===== config.mk =====
export PLATFORM = sky130hd
export DESIGN_NAME = fp_operand_unpack_flat
export DESIGN_NICKNAME = d
export VERILOG_FILES = /design/src/rtl/fp_operand_unpack_if.sv /design/src/rtl/fp_operand_unpack.sv /design/src/flat_wrapper.sv
export SDC_FILE = /design/constraint.sdc
export NUM_CORES = 1
export LEC_CHECK = 0
export ABC_AREA = 1
export CORE_ASPECT_RATIO = 0.7
export CORE_MARGIN = 2
export CORE_UTILIZATION = 49
export DETAILED_ROUTE_END_ITERATION = 6
export PLACE_DENSITY = 0.76
export SYNTH_ARGS = -nofsm -noshare
export SYNTH_HDL_FRONTEND = slang
export SYNTH_SLANG_ARGS = --single-unit

===== constraint.sdc =====
create_clock -name clk -period 15 [get_ports clk]
set_clock_uncertainty 0.1 [all_clocks]
set_input_delay 3 -clock clk [delete_from_list [all_inputs] [get_ports clk]]
set_output_delay 3 -clock clk [all_outputs]
set_load 0.01 [all_outputs]

===== src/rtl/fp_operand_unpack_if.sv =====
// Operand/result bundle for the FP operand unpacker: valid/ready input side
// carrying packed IEEE-754 operands and valid/ready output side with unpacked fields.
interface fp_operand_unpack_if #(
    parameter int unsigned EXP_W   = 8,
    parameter int unsigned MAN_W   = 23,
    parameter int unsigned NUM_OPS = 2
);
    localparam int unsigned OP_W  = 1 + EXP_W + MAN_W;
    localparam int unsigned XW    = EXP_W + 2;
    localparam int unsigned SW    = MAN_W + 1;
    localparam int unsigned CLS_W = 6;

    logic                       in_valid;
    logic                       in_ready;
    logic [NUM_OPS*OP_W-1:0]    in_op;
    logic                       out_valid;
    logic                       out_ready;
    logic [NUM_OPS-1:0]         out_sign;
    logic [NUM_OPS*XW-1:0]      out_exp;
    logic [NUM_OPS*SW-1:0]      out_sig;
    logic [NUM_OPS-1:0]         out_hidden;
    logic [NUM_OPS*CLS_W-1:0]   out_class;

    modport master (
        output in_valid, in_op, out_ready,
        input  in_ready, out_valid, out_sign, out_exp, out_sig, out_hidden, out_class
    );

    modport slave (
        input  in_valid, in_op, out_ready,
        output in_ready, out_valid, out_sign, out_exp, out_sig, out_hidden, out_class
    );
endinterface


===== src/rtl/fp_operand_unpack.sv =====
// Splits NUM_OPS packed IEEE-754 operands into sign/exponent/significand, classifies
// them, and optionally pre-normalises subnormals with a multi-cycle left shifter.
module fp_operand_unpack #(
    parameter int unsigned EXP_W      = 8,
    parameter int unsigned MAN_W      = 23,
    parameter int unsigned NUM_OPS    = 2,
    parameter int unsigned NORM_SUB   = 1,
    parameter int unsigned SHIFT_STEP = 4
) (
    input  logic               clk,
    input  logic               rst_n,
    fp_operand_unpack_if.slave bus
);
    localparam int unsigned OP_W  = 1 + EXP_W + MAN_W;
    localparam int unsigned XW    = EXP_W + 2;
    localparam int unsigned SW    = MAN_W + 1;
    localparam int unsigned CLS_W = 6;
    localparam int unsigned LZ_W  = $clog2(SW + 1);

    localparam logic [1:0] S_IDLE = 2'd0;
    localparam logic [1:0] S_NORM = 2'd1;
    localparam logic [1:0] S_HOLD = 2'd2;

    logic [1:0]               state_q, state_d;
    logic                     in_ready_q, out_valid_q;
    logic [NUM_OPS-1:0]       sign_q, sign_d;
    logic [NUM_OPS*XW-1:0]    exp_q, exp_d;
    logic [NUM_OPS*SW-1:0]    sig_q, sig_d;
    logic [NUM_OPS-1:0]       hid_q, hid_d;
    logic [NUM_OPS*CLS_W-1:0] cls_q, cls_d;

    logic                     any_sub;
    logic                     all_done;
    logic [EXP_W-1:0]         fld_e;
    logic [MAN_W-1:0]         fld_m;
    logic [LZ_W-1:0]          lz;
    logic [LZ_W-1:0]          k;

    // Leading-zero count of a significand; callers only pass non-zero values.
    function automatic logic [LZ_W-1:0] lzc(input logic [SW-1:0] v);
        logic found;
        lzc   = '0;
        found = 1'b0;
        for (int j = SW - 1; j >= 0; j--) begin
            if (!found) begin
                if (v[j]) found = 1'b1;
                else      lzc   = lzc + LZ_W'(1);
            end
        end
    endfunction

    // Next state plus capture/classify in IDLE and one shift step per op in NORM.
    always_comb begin
        state_d  = state_q;
        sign_d   = sign_q;
        exp_d    = exp_q;
        sig_d    = sig_q;
        hid_d    = hid_q;
        cls_d    = cls_q;
        any_sub  = 1'b0;
        all_done = 1'b1;
        fld_e    = '0;
        fld_m    = '0;
        lz       = '0;
        k        = '0;
        case (state_q)
            S_IDLE: begin
                if (bus.in_valid && in_ready_q) begin
                    for (int i = 0; i < NUM_OPS; i++) begin
                        fld_e     = bus.in_op[i*OP_W + MAN_W +: EXP_W];
                        fld_m     = bus.in_op[i*OP_W +: MAN_W];
                        sign_d[i] = bus.in_op[i*OP_W + OP_W - 1];
                        if (fld_e == '0) begin
                            hid_d[i] = 1'b0;
                            if (fld_m == '0) begin
                                exp_d[i*XW +: XW]       = '0;
                                sig_d[i*SW +: SW]       = '0;
                                cls_d[i*CLS_W +: CLS_W] = 6'b000001;
                            end else begin
                                exp_d[i*XW +: XW]       = XW'(1);
                                sig_d[i*SW +: SW]       = {1'b0, fld_m};
                                cls_d[i*CLS_W +: CLS_W] = 6'b000010;
                                any_sub                 = 1'b1;
                            end
                        end else begin
                            hid_d[i]          = 1'b1;
                            exp_d[i*XW +: XW] = XW'(fld_e);
                            sig_d[i*SW +: SW] = {1'b1, fld_m};
                            if (fld_e != '1)
                                cls_d[i*CLS_W +: CLS_W] = 6'b000100;
                            else if (fld_m == '0)
                                cls_d[i*CLS_W +: CLS_W] = 6'b001000;
                            else if (fld_m[MAN_W-1])
                                cls_d[i*CLS_W +: CLS_W] = 6'b010000;
                            else
                                cls_d[i*CLS_W +: CLS_W] = 6'b100000;
                        end
                    end
                    state_d = (NORM_SUB != 0 && any_sub) ? S_NORM : S_HOLD;
                end
            end
            S_NORM: begin
                for (int i = 0; i < NUM_OPS; i++) begin
                    if (cls_q[i*CLS_W + 1] && !sig_q[i*SW + SW - 1]) begin
                        lz = lzc(sig_q[i*SW +: SW]);
                        k  = (lz > LZ_W'(SHIFT_STEP)) ? LZ_W'(SHIFT_STEP) : lz;
                        sig_d[i*SW +: SW] = sig_q[i*SW +: SW] << k;
                        exp_d[i*XW +: XW] = exp_q[i*XW +: XW] - XW'(k);
                        if (lz > LZ_W'(SHIFT_STEP)) all_done = 1'b0;
                    end
                end
                state_d = all_done ? S_HOLD : S_NORM;
            end
            S_HOLD: begin
                if (bus.out_ready) state_d = S_IDLE;
            end
            default: state_d = S_IDLE;
        endcase
    end

    always_ff @(posedge clk or negedge rst_n) begin
        if (!rst_n) begin
            state_q     <= S_IDLE;
            in_ready_q  <= 1'b0;
            out_valid_q <= 1'b0;
            sign_q      <= '0;
            exp_q       <= '0;
            sig_q       <= '0;
            hid_q       <= '0;
            cls_q       <= '0;
        end else begin
            state_q     <= state_d;
            in_ready_q  <= (state_d == S_IDLE);
            out_valid_q <= (state_d == S_HOLD);
            sign_q      <= sign_d;
            exp_q       <= exp_d;
            sig_q       <= sig_d;
            hid_q       <= hid_d;
            cls_q       <= cls_d;
        end
    end

    assign bus.in_ready   = in_ready_q;
    assign bus.out_valid  = out_valid_q;
    assign bus.out_sign   = sign_q;
    assign bus.out_exp    = exp_q;
    assign bus.out_sig    = sig_q;
    assign bus.out_hidden = hid_q;
    assign bus.out_class  = cls_q;
endmodule


===== src/flat_wrapper.sv =====
// flat-port wrapper written by rule: the top's interface ports become plain ports
module fp_operand_unpack_flat 
#(
    parameter int unsigned EXP_W      = 8,
    parameter int unsigned MAN_W      = 23,
    parameter int unsigned NUM_OPS    = 2,
    parameter int unsigned NORM_SUB   = 1,
    parameter int unsigned SHIFT_STEP = 4
)
  (clk, rst_n, bus_in_valid, bus_in_op, bus_out_ready, bus_in_ready, bus_out_valid, bus_out_sign, bus_out_exp, bus_out_sig, bus_out_hidden, bus_out_class);
  fp_operand_unpack_if #(.EXP_W(EXP_W), .MAN_W(MAN_W), .NUM_OPS(NUM_OPS)) bus_i ();
  input  logic clk;
  input  logic rst_n;
  input wire logic [$bits(bus_i.in_valid)-1:0] bus_in_valid;
  input wire logic [$bits(bus_i.in_op)-1:0] bus_in_op;
  input wire logic [$bits(bus_i.out_ready)-1:0] bus_out_ready;
  output wire logic [$bits(bus_i.in_ready)-1:0] bus_in_ready;
  output wire logic [$bits(bus_i.out_valid)-1:0] bus_out_valid;
  output wire logic [$bits(bus_i.out_sign)-1:0] bus_out_sign;
  output wire logic [$bits(bus_i.out_exp)-1:0] bus_out_exp;
  output wire logic [$bits(bus_i.out_sig)-1:0] bus_out_sig;
  output wire logic [$bits(bus_i.out_hidden)-1:0] bus_out_hidden;
  output wire logic [$bits(bus_i.out_class)-1:0] bus_out_class;
  assign bus_i.in_valid = bus_in_valid;
  assign bus_i.in_op = bus_in_op;
  assign bus_i.out_ready = bus_out_ready;
  assign bus_in_ready = bus_i.in_ready;
  assign bus_out_valid = bus_i.out_valid;
  assign bus_out_sign = bus_i.out_sign;
  assign bus_out_exp = bus_i.out_exp;
  assign bus_out_sig = bus_i.out_sig;
  assign bus_out_hidden = bus_i.out_hidden;
  assign bus_out_class = bus_i.out_class;
  fp_operand_unpack #(.EXP_W(EXP_W), .MAN_W(MAN_W), .NUM_OPS(NUM_OPS), .NORM_SUB(NORM_SUB), .SHIFT_STEP(SHIFT_STEP)) u_core (.clk(clk), .rst_n(rst_n), .bus(bus_i));
endmodule

**Yosys cells after proc, flatten, opt, wreduce, memory -nomap -nowiden**

Index checks and enable logic that the tools add are counted.

- Add/subtract/negate cells: 48
- Magnitude comparators: 2
- Eq/ne operators: 8
- Shifts and indexed selects: 2
- Muxes and demuxes: 418
- Reduce and logical (&&, ||, !) cells: 15

Operators by type and width:

| kind | count |
|---|---|
| 5-bit 2-to-1 mux | 190 |
| 5-bit by 1-bit adder with 5-bit output, second input constant | 46 |
| 1-bit 2-to-1 mux | 199 |
| 24-bit 2-to-1 mux | 4 |
| 48-bit one-hot mux with 2 select lines | 1 |
| 48-bit 2-to-1 mux | 1 |
| 6-bit 2-to-1 mux | 8 |
| 24-bit by 5-bit << shifter with 24-bit output | 2 |
| 23-bit logical NOT | 2 |
| 23-bit 2-to-1 mux | 2 |
| 20-bit one-hot mux with 2 select lines | 1 |
| 10-bit 2-to-1 mux | 2 |
| 20-bit 2-to-1 mux | 1 |
| 10-bit by 5-bit subtractor with 10-bit output | 2 |
| 8-bit logical NOT | 2 |
| 8-bit 2-to-1 mux | 2 |
| 8-bit != test, second input constant | 2 |
| 2-bit 2-to-1 mux | 6 |
| 5-bit by 3-bit greater-than comparator with 1-bit output, second input constant | 2 |
| 2-bit by 1-bit != test with 1-bit output, second input constant | 3 |
| 2-bit one-hot mux with 3 select lines | 1 |
| 3-bit AND reduction | 2 |
| 2-bit == test, second input constant | 2 |
| 2-bit logical NOT | 2 |
| other kinds (5) | 8 |

- Register bits: 88
- Input bits: 68
- Output and inout bits: 86
- Word-level logic and storage cells: 503

**Logic depth before layout (Yosys ltp)**

- Word-level depth: 128
- Mapped depth: 130
- Depth with buffers taken out: 129

**Worst setup path before layout**

Ideal clock, no wire load.

- Path type: flip-flop to flip-flop
- Start point: register u_core.sig_q[47], in the netlist u_core.bus.out_sig[47]
- End point: register u_core.exp_q[18], in the netlist u_core.bus.out_exp[18]
- Setup time: 0.135 ns
- Arrival time: 13.914 ns
- Data required time: 14.765 ns
- Path slack: 0.850 ns
- Stages on the path, launching flop included: 94
- Buffers on the path: 1
- Cell sequence: dfrtp_1 -> nor2_1 -> ha_1 -> nor2_1 -> nor2_1 -> ha_1 -> nand2_1 -> nand3_1 -> nand2_1 -> inv_1 -> ha_1 -> o21ai_0 -> inv_1 -> ha_1 -> inv_1 -> a21oi_1 -> ha_1 -> inv_1 -> [58 not listed] -> inv_1 -> nor2_1 -> nand2_1 -> inv_1 -> a21oi_2 -> nor2_2 -> buf_2 -> ha_1 -> inv_1 -> fa_1 -> inv_1 -> o31ai_1 -> inv_1 -> nor2_1 -> nor3_1 -> inv_1 -> nor4b_1 -> nor3_1

- Cells in the longest elaborated chain, start to end: 123

RTL lines:

| what | line | source |
|---|---|---|
| start: declaration | fp_operand_unpack.sv:28 | `logic [NUM_OPS*SW-1:0] sig_q, sig_d;` |
| start signal: assignment | fp_operand_unpack.sv:137 | `sig_q <= sig_d;` |
| 1-bit 2-to-1 mux | fp_operand_unpack.sv:46 | `if (v[j]) found = 1'b1;` |
| 5-bit 2-to-1 mux | fp_operand_unpack.sv:104 | `if (cls_q[i*CLS_W + 1] && !sig_q[i*SW + SW - 1]) begin` |
| 5-bit 2-to-1 mux | fp_operand_unpack.sv:66 | `case (state_q)` |
| 5-bit by 1-bit adder with 5-bit output | fp_operand_unpack.sv:47 | `else lzc = lzc + LZ_W'(1);` |
| 5-bit 2-to-1 mux | fp_operand_unpack.sv:46 |  |
| 5-bit 2-to-1 mux | fp_operand_unpack.sv:45 | `if (!found) begin` |
| 5-bit 2-to-1 mux | fp_operand_unpack.sv:104 |  |
| 5-bit 2-to-1 mux | fp_operand_unpack.sv:66 |  |
| [107 not listed] | -- |  |
| 5-bit 2-to-1 mux | fp_operand_unpack.sv:45 |  |
| 5-bit 2-to-1 mux | fp_operand_unpack.sv:104 |  |
| 5-bit 2-to-1 mux | fp_operand_unpack.sv:66 |  |
| 5-bit by 3-bit greater-than comparator with 1-bit output | fp_operand_unpack.sv:106 | `k = (lz > LZ_W'(SHIFT_STEP)) ? LZ_W'(SHIFT_STEP) : lz;` |
| 5-bit 2-to-1 mux | fp_operand_unpack.sv:106 |  |
| 10-bit by 5-bit subtractor with 10-bit output | fp_operand_unpack.sv:108 | `exp_d[i*XW +: XW] = exp_q[i*XW +: XW] - XW'(k);` |
| 10-bit 2-to-1 mux | fp_operand_unpack.sv:104 |  |
| 20-bit one-hot mux with 2 select lines | fp_operand_unpack.sv:66 |  |
| end signal: assignment | fp_operand_unpack.sv:136 | `exp_q <= exp_d;` |
| end: declaration | fp_operand_unpack.sv:27 | `logic [NUM_OPS*XW-1:0] exp_q, exp_d;` |

Several ways; a longest one is shown, not always the timed one. The select of a mux whose other input is x is not followed.
A chain may end at the register's enable or synchronous reset.

**Worst setup path after layout**

- Start point: register u_core.sig_q[46], in the netlist u_core.bus.out_sig[46]
- End point: register u_core.exp_q[18], in the netlist u_core.bus.out_exp[18]

- Cells in the longest elaborated chain, start to end: 119

RTL lines:

| what | line |
|---|---|
| 5-bit 2-to-1 mux | fp_operand_unpack.sv:46 |
| 5-bit 2-to-1 mux | fp_operand_unpack.sv:45 |
| 5-bit 2-to-1 mux | fp_operand_unpack.sv:104 |
| 5-bit 2-to-1 mux | fp_operand_unpack.sv:66 |
| 5-bit by 1-bit adder with 5-bit output | fp_operand_unpack.sv:47 |
| 5-bit 2-to-1 mux | fp_operand_unpack.sv:46 |
| 5-bit 2-to-1 mux | fp_operand_unpack.sv:45 |
| 5-bit 2-to-1 mux | fp_operand_unpack.sv:104 |
| [103 not listed] | -- |
| 5-bit 2-to-1 mux * | fp_operand_unpack.sv:45 |
| 5-bit 2-to-1 mux * | fp_operand_unpack.sv:104 |
| 5-bit 2-to-1 mux * | fp_operand_unpack.sv:66 |
| 5-bit by 3-bit greater-than comparator with 1-bit output | fp_operand_unpack.sv:106 |
| 5-bit 2-to-1 mux * | fp_operand_unpack.sv:106 |
| 10-bit by 5-bit subtractor with 10-bit output * | fp_operand_unpack.sv:108 |
| 10-bit 2-to-1 mux * | fp_operand_unpack.sv:104 |
| 20-bit one-hot mux with 2 select lines * | fp_operand_unpack.sv:66 |

Every way passes the cells marked *; elsewhere a longest branch is shown, timed or not. The select of a mux whose other input is x is not followed.

==> impl_metrics.env <==
export IMPL_status="finished, final reports clean"
export IMPL_worst_ep_required_time_ns=15.13
export IMPL_hold_path_end="u_core.bus.out_class[5]"
export IMPL_critPathMaxStageDelay_ns=0.45
export IMPL_finalSetupViolCount=0
export IMPL_final_util_pct=61.0
export IMPL_async_reset_ff_share_pct=100
export IMPL_clk_pin_slew_ns=0.08
export IMPL_swShare_pct=50.9
export IMPL_placed_area_um2=12100
export IMPL_maxSlewHeadroom_pct=32.0
export IMPL_gp_congestion=0.917
export IMPL_diodes=0
export IMPL_finalInstanceArea_um2=12700
export IMPL_worst_pin_slew_ns=1.01
export IMPL_ys_types=59
export IMPL_power_leakage_nw=5.98
export IMPL_worstPathMaxFanout=4
export IMPL_fmax_mhz=70.3
export IMPL_first_iter_violations=1248
export IMPL_fin_setup_tns_ns=0
export IMPL_antenna_found_initial=0
export IMPL_cts_sinks=88
export IMPL_start_util_pct=50.1
export IMPL_switching_power_mw=0.947
export IMPL_globalRouteOverflowTotal=0
export IMPL_coreArea_um2=20800
export IMPL_worstHoldPathType="flip-flop to flip-flop"
export IMPL_met1_length_mm=16.2
export IMPL_route_met2_wl_mm=13.3
export IMPL_layout_area_seq_um2=2200
export IMPL_cts_buffers=9
export IMPL_place_hpwl_mm=25.4
export IMPL_drive_gt1_share_pct=10.0
export IMPL_cts_hold_buf=0
export IMPL_drtPass1Iterations=6
export IMPL_reg2reg_to="u_core.bus.out_exp[18]"
export IMPL_fillerInstances=1951
export IMPL_ys_seq_elements=88
export IMPL_ant_nets=0
export IMPL_wl_mm=33.2
export IMPL_crit_path_top_delay_cell="dfrtp_2"
export IMPL_crit_top_cell="ha_1"
export IMPL_routed_via_density=5.53
export IMPL_comb_power_share_pct=60.1
export IMPL_r2r_cells=92
export IMPL_r2r_start="u_core.bus.out_sig[46]"
export IMPL_wl_per_cell_um=15.7
export IMPL_synth_area_leader_cell="dfrtp_1"
export IMPL_grt_max_degree=61
export IMPL_fin_crit_sh_pct=94.8
export IMPL_nets=1957
export IMPL_grt_pass1_wl_mm=52.4
export IMPL_yosysSeqAreaShare_pct=21.1
export IMPL_cts_tree="built"
export IMPL_drc=0
export IMPL_hold_viol_final=0
export IMPL_fin_cells=2116
export IMPL_hold_start="u_core.bus.out_class[5]"
export IMPL_vias=11700
export IMPL_die_w_um=178
export IMPL_pwr_share_seq_pct=27.0
export IMPL_grt_pass1_vias=10200
export IMPL_top_layer="met4"
export IMPL_multi_input_area_um2=7130
export IMPL_grt_use_total_pct=28.9
export IMPL_worstSetupPathType="flip-flop to flip-flop"
export IMPL_start_kind="flip-flop"
export IMPL_ys_warn_count=0
export IMPL_clk_path_buf_depth=2
export IMPL_p_int_mw=0.912
export IMPL_cp_data_arrival_time_ns=14.35
export IMPL_dp_cells=2092
export IMPL_area_delta_synth_final_pct=21.9
export IMPL_die_h_um=126
export IMPL_yosys_most_used_dff="dfrtp_1"
export IMPL_maxSlewViolCount=0
export IMPL_rows=44
export IMPL_syn_inst=1695
export IMPL_avgSynthCellArea_um2=6.15
export IMPL_netlist_area_um2=10400
export IMPL_clock_latency_ns=0.36
export IMPL_fin_hold_ws_ns=0.380
export IMPL_synthDominantCellAreaShare_pct=21.1
export IMPL_synthTopCellsByArea="dfrtp_1, nand2_1, inv_1"
export IMPL_final_min_clock_period_ns=14.22
export IMPL_peakVddDrop_uv=81.3
export IMPL_cp_end_kind="flip-flop"
export IMPL_max_cap_violations=0
export IMPL_reg2reg_slack_ns=0.78
export IMPL_synth_edff_count=0
export IMPL_min_path_cells=2
export IMPL_clockPowerShare_pct=12.8
export IMPL_dieArea_um2=22500
export IMPL_numPortBuffers=153
export IMPL_ios=154
export IMPL_p_per_area_nw_per_um2=146
export IMPL_wl_met3_mm=3.23
export IMPL_cts_root_buf="clkbuf_16"
export IMPL_htree_levels=3
[cells in the mapped netlist, drive strengths merged, types with 2 or more instances]
cell type and instances:
ha 52, inv 273, nor2 185, a21o 2, nand2 450, xor2 29, nand3b 4, o31ai 6
nor4 15, mux2i 25, nand4 27, a21oi 91, o221ai 3, dfrtp 88, nand3 119, a22oi 5
o21bai 2, buf 22, clkinv 2, a32oi 2, o211ai 9, nor3 28, or4 4, fa 2
or2 6, o22ai 12, o21a 6, o21ai 152, a22o 8, clkbuf 23, a31oi 9, xnor2 22
[kinds of logic (layout without fill, tap and decap cells)]
family / after synthesis / after routing / share of synthesized area, %
simple gates: 841 / 841 / 36.0
buf+inv: 321 / 463 / 12.7
compound gates: 314 / 314 / 16.8
flops: 88 / 88 / 21.1
fa+ha+maj: 54 / 54 / 6.63
xor+xnor: 51 / 51 / 4.36
mux: 25 / 25 / 2.40
other cells: 1 / 4 / 0.0360
[routing by layer]
layer,GRT usage [%],up-vias
met1,46.3,5311
met5,0,-
met4,4.83,0
met3,6.31,31
li1,-,5804
met2,39.4,547
[power by group through the flow]
stage          Sequential, mW  Clock [mW]  Combinational (mW)
5_1_grt                 0.516       0.253                1.25
2_1_floorplan           0.492           0               0.655
6_report                0.502       0.239                1.12
3_5_place_dp            0.496           0                1.08
4_1_cts                 0.495       0.242                1.09
3_3_place_gp            0.496           0                1.06
[cell type report]
type                            count  area share, %
Multi-Input combinational cell   1289           56.2
Sequential cell                    88           17.4
Timing Repair Buffer              172           13.2
Inverter                          275           8.15
Tap cell                          276           2.72
Clock buffer                        9           1.77
Clock inverter                      7          0.660
[sequential cells by signal, indices dropped and copies added (netlist names)]
signal	count
u_core.bus.out_class	12
u_core.bus.out_sig	48
u_core.bus.in_ready	1
u_core.bus.out_sign	2
u_core.bus.out_valid	1
u_core.bus.out_hidden	2
u_core.state_q	2
u_core.bus.out_exp	20
[worst max-delay path by stage]
stage,slack (ns),endpoint,cells past startpoint,from
detailed placement,-0.46,u_core.bus.out_exp[18],92,u_core.bus.out_sig[47]
global route,-0.15,u_core.bus.out_exp[18],92,u_core.bus.out_sig[46]
floorplan,0.85,u_core.bus.out_exp[18],93,u_core.bus.out_sig[47]
global placement,0.20,u_core.bus.out_exp[18],92,u_core.bus.out_sig[47]
CTS,0.02,u_core.bus.out_exp[18],92,u_core.bus.out_sig[47]
finish,0.78,u_core.bus.out_exp[18],92,u_core.bus.out_sig[46]
[through the flow]
step / setup WS (ns) / total power [mW]
global route: -0.153 / 2.02
floorplan: 0.850 / 1.15
detailed placement: -0.462 / 1.58
global placement: 0.203 / 1.56
CTS: 0.0197 / 1.83
finish: 0.779 / 1.86
[worst max-delay path: cells and delay by family (launching register included)]
| family | cells | cell delay [ns] |
|---|---|---|
| AOI/OAI and AO/OA | 16 | 2.03 |
| xor gates and xnor gates | 2 | 0.39 |
| adders and majority gates | 24 | 6.30 |
| buffers and inverters | 20 | 1.39 |
| DFF | 1 | 0.45 |
| muxes | 1 | 0.15 |
| and+or+nand+nor | 29 | 3.24 |
[cells in the final DEF (no fill, tap or decap), types with 26 or more instances in the layout]
master and count:
clkdlybuf4s50_1 152, ha_1 46, inv_2 39, nand2_1 423, nor2_1 140, nor2_2 31
o21ai_0 129, nand2_2 26, nand4_1 27, inv_1 232, a21oi_1 86, nand3_1 115
xor2_1 28, dfrtp_1 86
[repair_timing]
action                     in CTS  in global routing
pin swaps                       0                 28
gates resized for setup         7                 52
buffers inserted                0                  8
hold endpoints to repair        0                  0
setup endpoints to repair      24                 38
Power figures use the tool's default switching activity.
